--- config.mk ---
export PLATFORM = sky130hd
export DESIGN_NAME = cache_refill_engine
export DESIGN_NICKNAME = d
export VERILOG_FILES = /design/src/rtl/cache_pkg.sv /design/src/rtl/cache_refill_engine.sv
export SDC_FILE = /design/constraint.sdc
export NUM_CORES = 1
export LEC_CHECK = 0
export CORE_ASPECT_RATIO = 0.5
export CORE_MARGIN = 3
export CORE_UTILIZATION = 33
export CTS_BUF_LIST = sky130_fd_sc_hd__clkbuf_16
export CTS_CLUSTER_DIAMETER = 40
export CTS_CLUSTER_SIZE = 30
export DETAILED_ROUTE_END_ITERATION = 8
export PLACE_DENSITY_LB_ADDON = 0.12
export SYNTH_ARGS = -nofsm -noshare
export SYNTH_HDL_FRONTEND = slang
export SYNTH_SLANG_ARGS = --single-unit
--- constraint.sdc ---
create_clock -name i_clock -period 1.85 [get_ports i_clock]
set_input_delay 0.2775 -clock i_clock [delete_from_list [all_inputs] [get_ports i_clock]]
set_output_delay 0.2775 -clock i_clock [all_outputs]
set_load 0.01 [all_outputs]
--- src/rtl/cache_pkg.sv ---
// Shared types and sizing for the instruction-cache refill path.
package cache_pkg;

    localparam int CACHE_ADDR_WIDTH  = 32;
    localparam int CACHE_INDEX_WIDTH = 5;
    localparam int CACHE_BLOCK_WIDTH = 2;
    localparam int CACHE_TAG_WIDTH   = CACHE_ADDR_WIDTH - CACHE_INDEX_WIDTH - CACHE_BLOCK_WIDTH - 2;
    localparam int WORDS_PER_LINE    = 1 << CACHE_BLOCK_WIDTH;

    typedef logic [CACHE_INDEX_WIDTH-1:0] index_t;
    typedef logic [CACHE_BLOCK_WIDTH-1:0] block_t;
    typedef logic [CACHE_TAG_WIDTH-1:0]   tag_t;

    typedef enum logic [1:0] {
        IDLE = 2'd0,
        ADDR = 2'd1,
        DATA = 2'd2,
        DONE = 2'd3
    } refill_state_t;

endpackage

--- src/rtl/cache_refill_engine.sv ---
// Line-refill master: fetches one cache line word by word and writes it into the cache RAMs.
// Define CACHE_REFILL_CWF_EN to start the line at the missing word (critical-word-first).
module cache_refill_engine
    import cache_pkg::*;
#(
    parameter int ADDR_WIDTH  = 32,
    parameter int DATA_WIDTH  = 32,
    parameter int INDEX_WIDTH = 5,
    parameter int BLOCK_WIDTH = 2
) (
    input  logic                   i_clock,
    input  logic                   i_reset,
    input  logic                   i_req,
    input  logic [ADDR_WIDTH-1:0]  i_addr,
    output logic                   o_busy,
    output logic                   o_done,
    output logic [ADDR_WIDTH-1:0]  o_mem_addr,
    output logic                   o_mem_rd,
    input  logic                   i_mem_ready,
    input  logic [DATA_WIDTH-1:0]  i_mem_rdata,
    input  logic                   i_mem_valid,
    output logic [INDEX_WIDTH-1:0] o_index,
    output logic [BLOCK_WIDTH-1:0] o_block,
    output logic [ADDR_WIDTH-INDEX_WIDTH-BLOCK_WIDTH-3:0] o_tag,
    output logic [DATA_WIDTH-1:0]  o_data,
    output logic                   o_wr
);

    localparam int TAG_WIDTH = ADDR_WIDTH - INDEX_WIDTH - BLOCK_WIDTH - 2;
    localparam int IDX_LSB   = BLOCK_WIDTH + 2;
    localparam int TAG_LSB   = INDEX_WIDTH + BLOCK_WIDTH + 2;
    localparam logic [BLOCK_WIDTH-1:0] LAST_WORD = '1;

    refill_state_t          state, state_next;
    logic [TAG_WIDTH-1:0]   tag_q;
    logic [INDEX_WIDTH-1:0] index_q;
    logic [BLOCK_WIDTH-1:0] block_q;
    logic [BLOCK_WIDTH-1:0] count_q;
    logic [BLOCK_WIDTH-1:0] start_block;
    logic                   unused_addr_bits;

    // Byte-offset bits never matter; the word offset only matters with CWF.
    assign unused_addr_bits = ^i_addr[BLOCK_WIDTH+1:0];

`ifdef CACHE_REFILL_CWF_EN
    assign start_block = i_addr[BLOCK_WIDTH+1:2];
`else
    assign start_block = '0;
`endif

    always_ff @(posedge i_clock) begin
        if (!i_reset) begin
            state   <= IDLE;
            tag_q   <= '0;
            index_q <= '0;
            block_q <= '0;
            count_q <= '0;
        end else begin
            state <= state_next;
            case (state)
                IDLE: begin
                    if (i_req) begin
                        tag_q   <= i_addr[ADDR_WIDTH-1:TAG_LSB];
                        index_q <= i_addr[TAG_LSB-1:IDX_LSB];
                        block_q <= start_block;
                        count_q <= '0;
                    end
                end
                // Completion is tracked by count_q, so block_q may wrap freely under CWF.
                DATA: begin
                    if (i_mem_valid && (count_q != LAST_WORD)) begin
                        block_q <= block_q + 1'b1;
                        count_q <= count_q + 1'b1;
                    end
                end
                default: ;
            endcase
        end
    end

    always_comb begin
        state_next = state;
        o_busy     = 1'b0;
        o_done     = 1'b0;
        o_mem_rd   = 1'b0;
        o_mem_addr = '0;
        o_wr       = 1'b0;
        o_index    = '0;
        o_block    = '0;
        o_tag      = '0;
        o_data     = '0;
        // Outputs stay quiet while reset is held, even before the state register clears.
        if (i_reset) begin
            case (state)
                IDLE: begin
                    if (i_req) state_next = ADDR;
                end
                ADDR: begin
                    o_busy     = 1'b1;
                    o_mem_rd   = 1'b1;
                    o_mem_addr = {tag_q, index_q, block_q, 2'b00};
                    if (i_mem_ready) state_next = DATA;
                end
                DATA: begin
                    o_busy = 1'b1;
                    if (i_mem_valid) begin
                        o_wr       = 1'b1;
                        o_data     = i_mem_rdata;
                        o_index    = index_q;
                        o_block    = block_q;
                        o_tag      = tag_q;
                        state_next = (count_q == LAST_WORD) ? DONE : ADDR;
                    end
                end
                DONE: begin
                    o_busy     = 1'b1;
                    o_done     = 1'b1;
                    state_next = IDLE;
                end
                default: state_next = IDLE;
            endcase
        end
    end

endmodule
==> impl_metrics.env <==
export IMPL_status="complete, no violations"
export IMPL_cp_cell_sequence="clkdlybuf4s50_1 -> and3_4 -> buf_12 -> and2_1 -> clkdlybuf4s15_1"
export IMPL_wl_per_cell_um=14.30
export IMPL_arrival_ps=1550
export IMPL_grt_max_degree=43
export IMPL_synth_edf_count=0
export IMPL_n_antenna_cell=0
export IMPL_p_leak_uw=0.001709
export IMPL_fp_dieH_um=61.49
export IMPL_clk_pin_slew_worst_paths_ps=50
export IMPL_critPathKind="in -> out"
export IMPL_synth_top_family_by_area="simple AND/OR/NAND/NOR gates"
export IMPL_yosys_mux_area_fraction=0
export IMPL_fin_cells=510
export IMPL_drt_iter0_markers=49
export IMPL_synth_simple_area_share=0.4563
export IMPL_r2r_start="state[0]$_SDFFE_PN0P_"
export IMPL_start_util=0.3561
export IMPL_postCtsHoldBufs=0
export IMPL_synthTopCellsByArea="dfxtp_1 33%, and2_1 28%, nand2_1 12%"
export IMPL_slew_viol_final=0
export IMPL_clk_latency_ps=270
export IMPL_boundaryPins=167
export IMPL_cp_start_kind="input pin"
export IMPL_synth_top_cell_area_share=0.3350
export IMPL_place_gp_congestion=0.7025
export IMPL_dp_hpwl_um=5550
export IMPL_hold_ws_ps=467.2
export IMPL_synth_xor_area_share=0
export IMPL_hold_viol_final=0
export IMPL_yosysMostFrequentCell="and2_1"
export IMPL_first_pass_iters=4
export IMPL_core_um2=5705
export IMPL_num_rows=19
export IMPL_powerDensity_nw_per_um2=534.6
export IMPL_clock_sinks=34
export IMPL_synthCells=269
export IMPL_cts_buffers=5
export IMPL_overflow=0
export IMPL_numPortBuffers=160
export IMPL_synth_seq_cells=34
export IMPL_holdCritStartpoint="tag_q[16]$_SDFFE_PN0P_"
export IMPL_setup_violations=0
export IMPL_layout_nets=506
export IMPL_wl_um=7292
export IMPL_die_w_um=117.0
export IMPL_antenna_found_initial=0
export IMPL_async_flop_share=0
export IMPL_synth_top_cells_by_count="91 x and2_1, 64 x nand2_1, 34 x dfxtp_1, 27 x a21boi_0, 9 x clkbuf_1"
export IMPL_critPathCaptureType="output port"
export IMPL_h_tree_depth=2
export IMPL_num_vias=2300
export IMPL_crit_slowest_cell="clkdlybuf4s50_1"
export IMPL_route_detailed_drc=0
export IMPL_synth_fa_ha_area_frac=0.006158
export IMPL_cts_tree="built"
export IMPL_synth_ff_type="dfxtp_1"
export IMPL_grt_pass1_vias=2135
export IMPL_fin_ws_ps=20.25
export IMPL_synth_compound_area_frac=0.1361
export IMPL_place_ws_ps=-433.6
export IMPL_vdd_ir_drop_max_uv=336.0
export IMPL_hp_class="reg -> reg"
export IMPL_drv_cap=0
export IMPL_rsz0062_at_grt="yes"
export IMPL_die_area_um2=7192
export IMPL_ant_nets=0
export IMPL_place_inst=496
export IMPL_avgSynthCellArea_um2=7.554
export IMPL_drive_above_1_share=0.2700
export IMPL_root_buffer="clkbuf_16"
export IMPL_clock_path_buffers=2
export IMPL_required_ps=1570
export IMPL_max_freq_mhz=546.5
export IMPL_grt_usage=0.1811
export IMPL_fin_util=0.6487
export IMPL_period_share=0.9891
export IMPL_ys_seq_area_frac=0.3350
export IMPL_ys_warn_count=0
export IMPL_worstPathMaxFanout=21
export IMPL_grt_pass1_wl_um=10280
export IMPL_synth_distinct_cells=28
export IMPL_synthToLayoutAreaGrowth_pct=82.14
export IMPL_synth_area_um2=2032
export IMPL_final_min_clock_period_ps=1830
export IMPL_worst_clock_skew_ps=2.532
export IMPL_avgViaCountPerCell=4.510
export IMPL_startpoint="i_mem_valid"
export IMPL_synth_largest_area_cell="dfxtp_1"
export IMPL_cpPeakStageDelay_ps=490
## layout make-up
class,count,area [µm²]
clock buffer,5,125.1
clock inverter,3,12.51
fill,529,2004
inverter,2,7.507
multi-input combinational,211,1244
sequential,34,681.9
tap,73,91.34
timing repair buffer,182,1539
## power breakdown
| group | leakage [µW] | internal, µW | switching (µW) | total (µW) |
|---|---|---|---|---|
| clock | 0.0000724 | 486 | 295 | 781 |
| sequential | 0.000279 | 779 | 28.9 | 808 |
| combinational | 0.00136 | 233 | 157 | 390 |
| total | 0.00171 | 1500 | 481 | 1980 |
## flip-flops by register name, summed over array words and instances (netlist names)
name     flops
tag_q       23
index_q      5
block_q      2
count_q      2
state        2
## cells in the final DEF (no fill, tap or decap)
| cell type | count |
|---|---|
| nor2_4 | 1 |
| a21oi_1 | 1 |
| nand2_2 | 1 |
| conb_1 | 2 |
| dlygate4sd2_1 | 9 |
| clkinv_1 | 1 |
| nand3b_1 | 1 |
| ha_1 | 1 |
| dfxtp_1 | 33 |
| and3_4 | 1 |
| and3_1 | 2 |
| clkdlybuf4s50_1 | 64 |
| clkdlybuf4s15_1 | 3 |
| clkinv_2 | 1 |
| o21ai_0 | 1 |
| nor3_1 | 1 |
| a21o_1 | 1 |
| buf_6 | 6 |
| o22ai_1 | 3 |
| dfxtp_2 | 1 |
| buf_4 | 13 |
| a21boi_1 | 3 |
| clkdlybuf4s15_2 | 21 |
| o21a_1 | 2 |
| dlymetal6s2s_1 | 1 |
| buf_12 | 2 |
| nand4bb_1 | 1 |
| nand2_1 | 63 |
| inv_1 | 3 |
| nor2_1 | 1 |
| buf_2 | 3 |
| clkbuf_2 | 59 |
| a21boi_0 | 27 |
| nor2b_4 | 1 |
| nor4bb_1 | 1 |
| nor3b_4 | 1 |
| clkbuf_16 | 6 |
| or3b_4 | 1 |
| nand2b_1 | 3 |
| and2_1 | 91 |
## final timing paths
check | depth (start not counted) | slack (ps) | to
worst min register to register | 2 | 470 | tag_q[16]$_SDFFE_PN0P_
worst max-delay path | 5 | 20 | o_tag[6]
worst max register to register | 6 | 280 | tag_q[6]$_SDFFE_PN0P_
worst min-delay path | 2 | 470 | tag_q[16]$_SDFFE_PN0P_
## routing by layer
| layer | track usage | part of all wire | up-vias |
|---|---|---|---|
| met3 | 0.04318 | 0.079 | 2 |
| met2 | 0.3589 | 0.50 | 72 |
| met4 | 0.01961 | 0.0038 | 0 |
| met1 | 0.2086 | 0.42 | 1056 |
| met5 | 0 | 0 | - |
| li1 | - | - | 1170 |
## metrics by stage
step	setup TNS [ps]	power, µW	area, µm²
floorplan	0	970.4	2036
global placement	-31550	1188	3750
detailed placement	-36020	1200	3750
CTS	-19.63	1991	3921
global route	-139.7	2053	3701
finish	0	1979	3701
## what timing repair did
action | 4_1_cts | 5_1_grt
setup endpoints to repair | 96 | 77
resized for setup | 179 | 105
pin swaps | 1 | 2
gates cloned | 2 | 1
buffers inserted | 3 | 0
## worst max-delay path, delay by kind of cell
kind	cells	cell delay [ps]
AND/OR/NAND/NOR	2	400
buffers and inverters	3	880
## kinds of logic after synthesis
group                      Yosys count
AOI/OAI and AO/OA                   38
adders and majority gates            1
buffers and inverters               25
DFF                                 34
other                                1
and+or+nand+nor                    170
(Power assumes the default switching activity.)
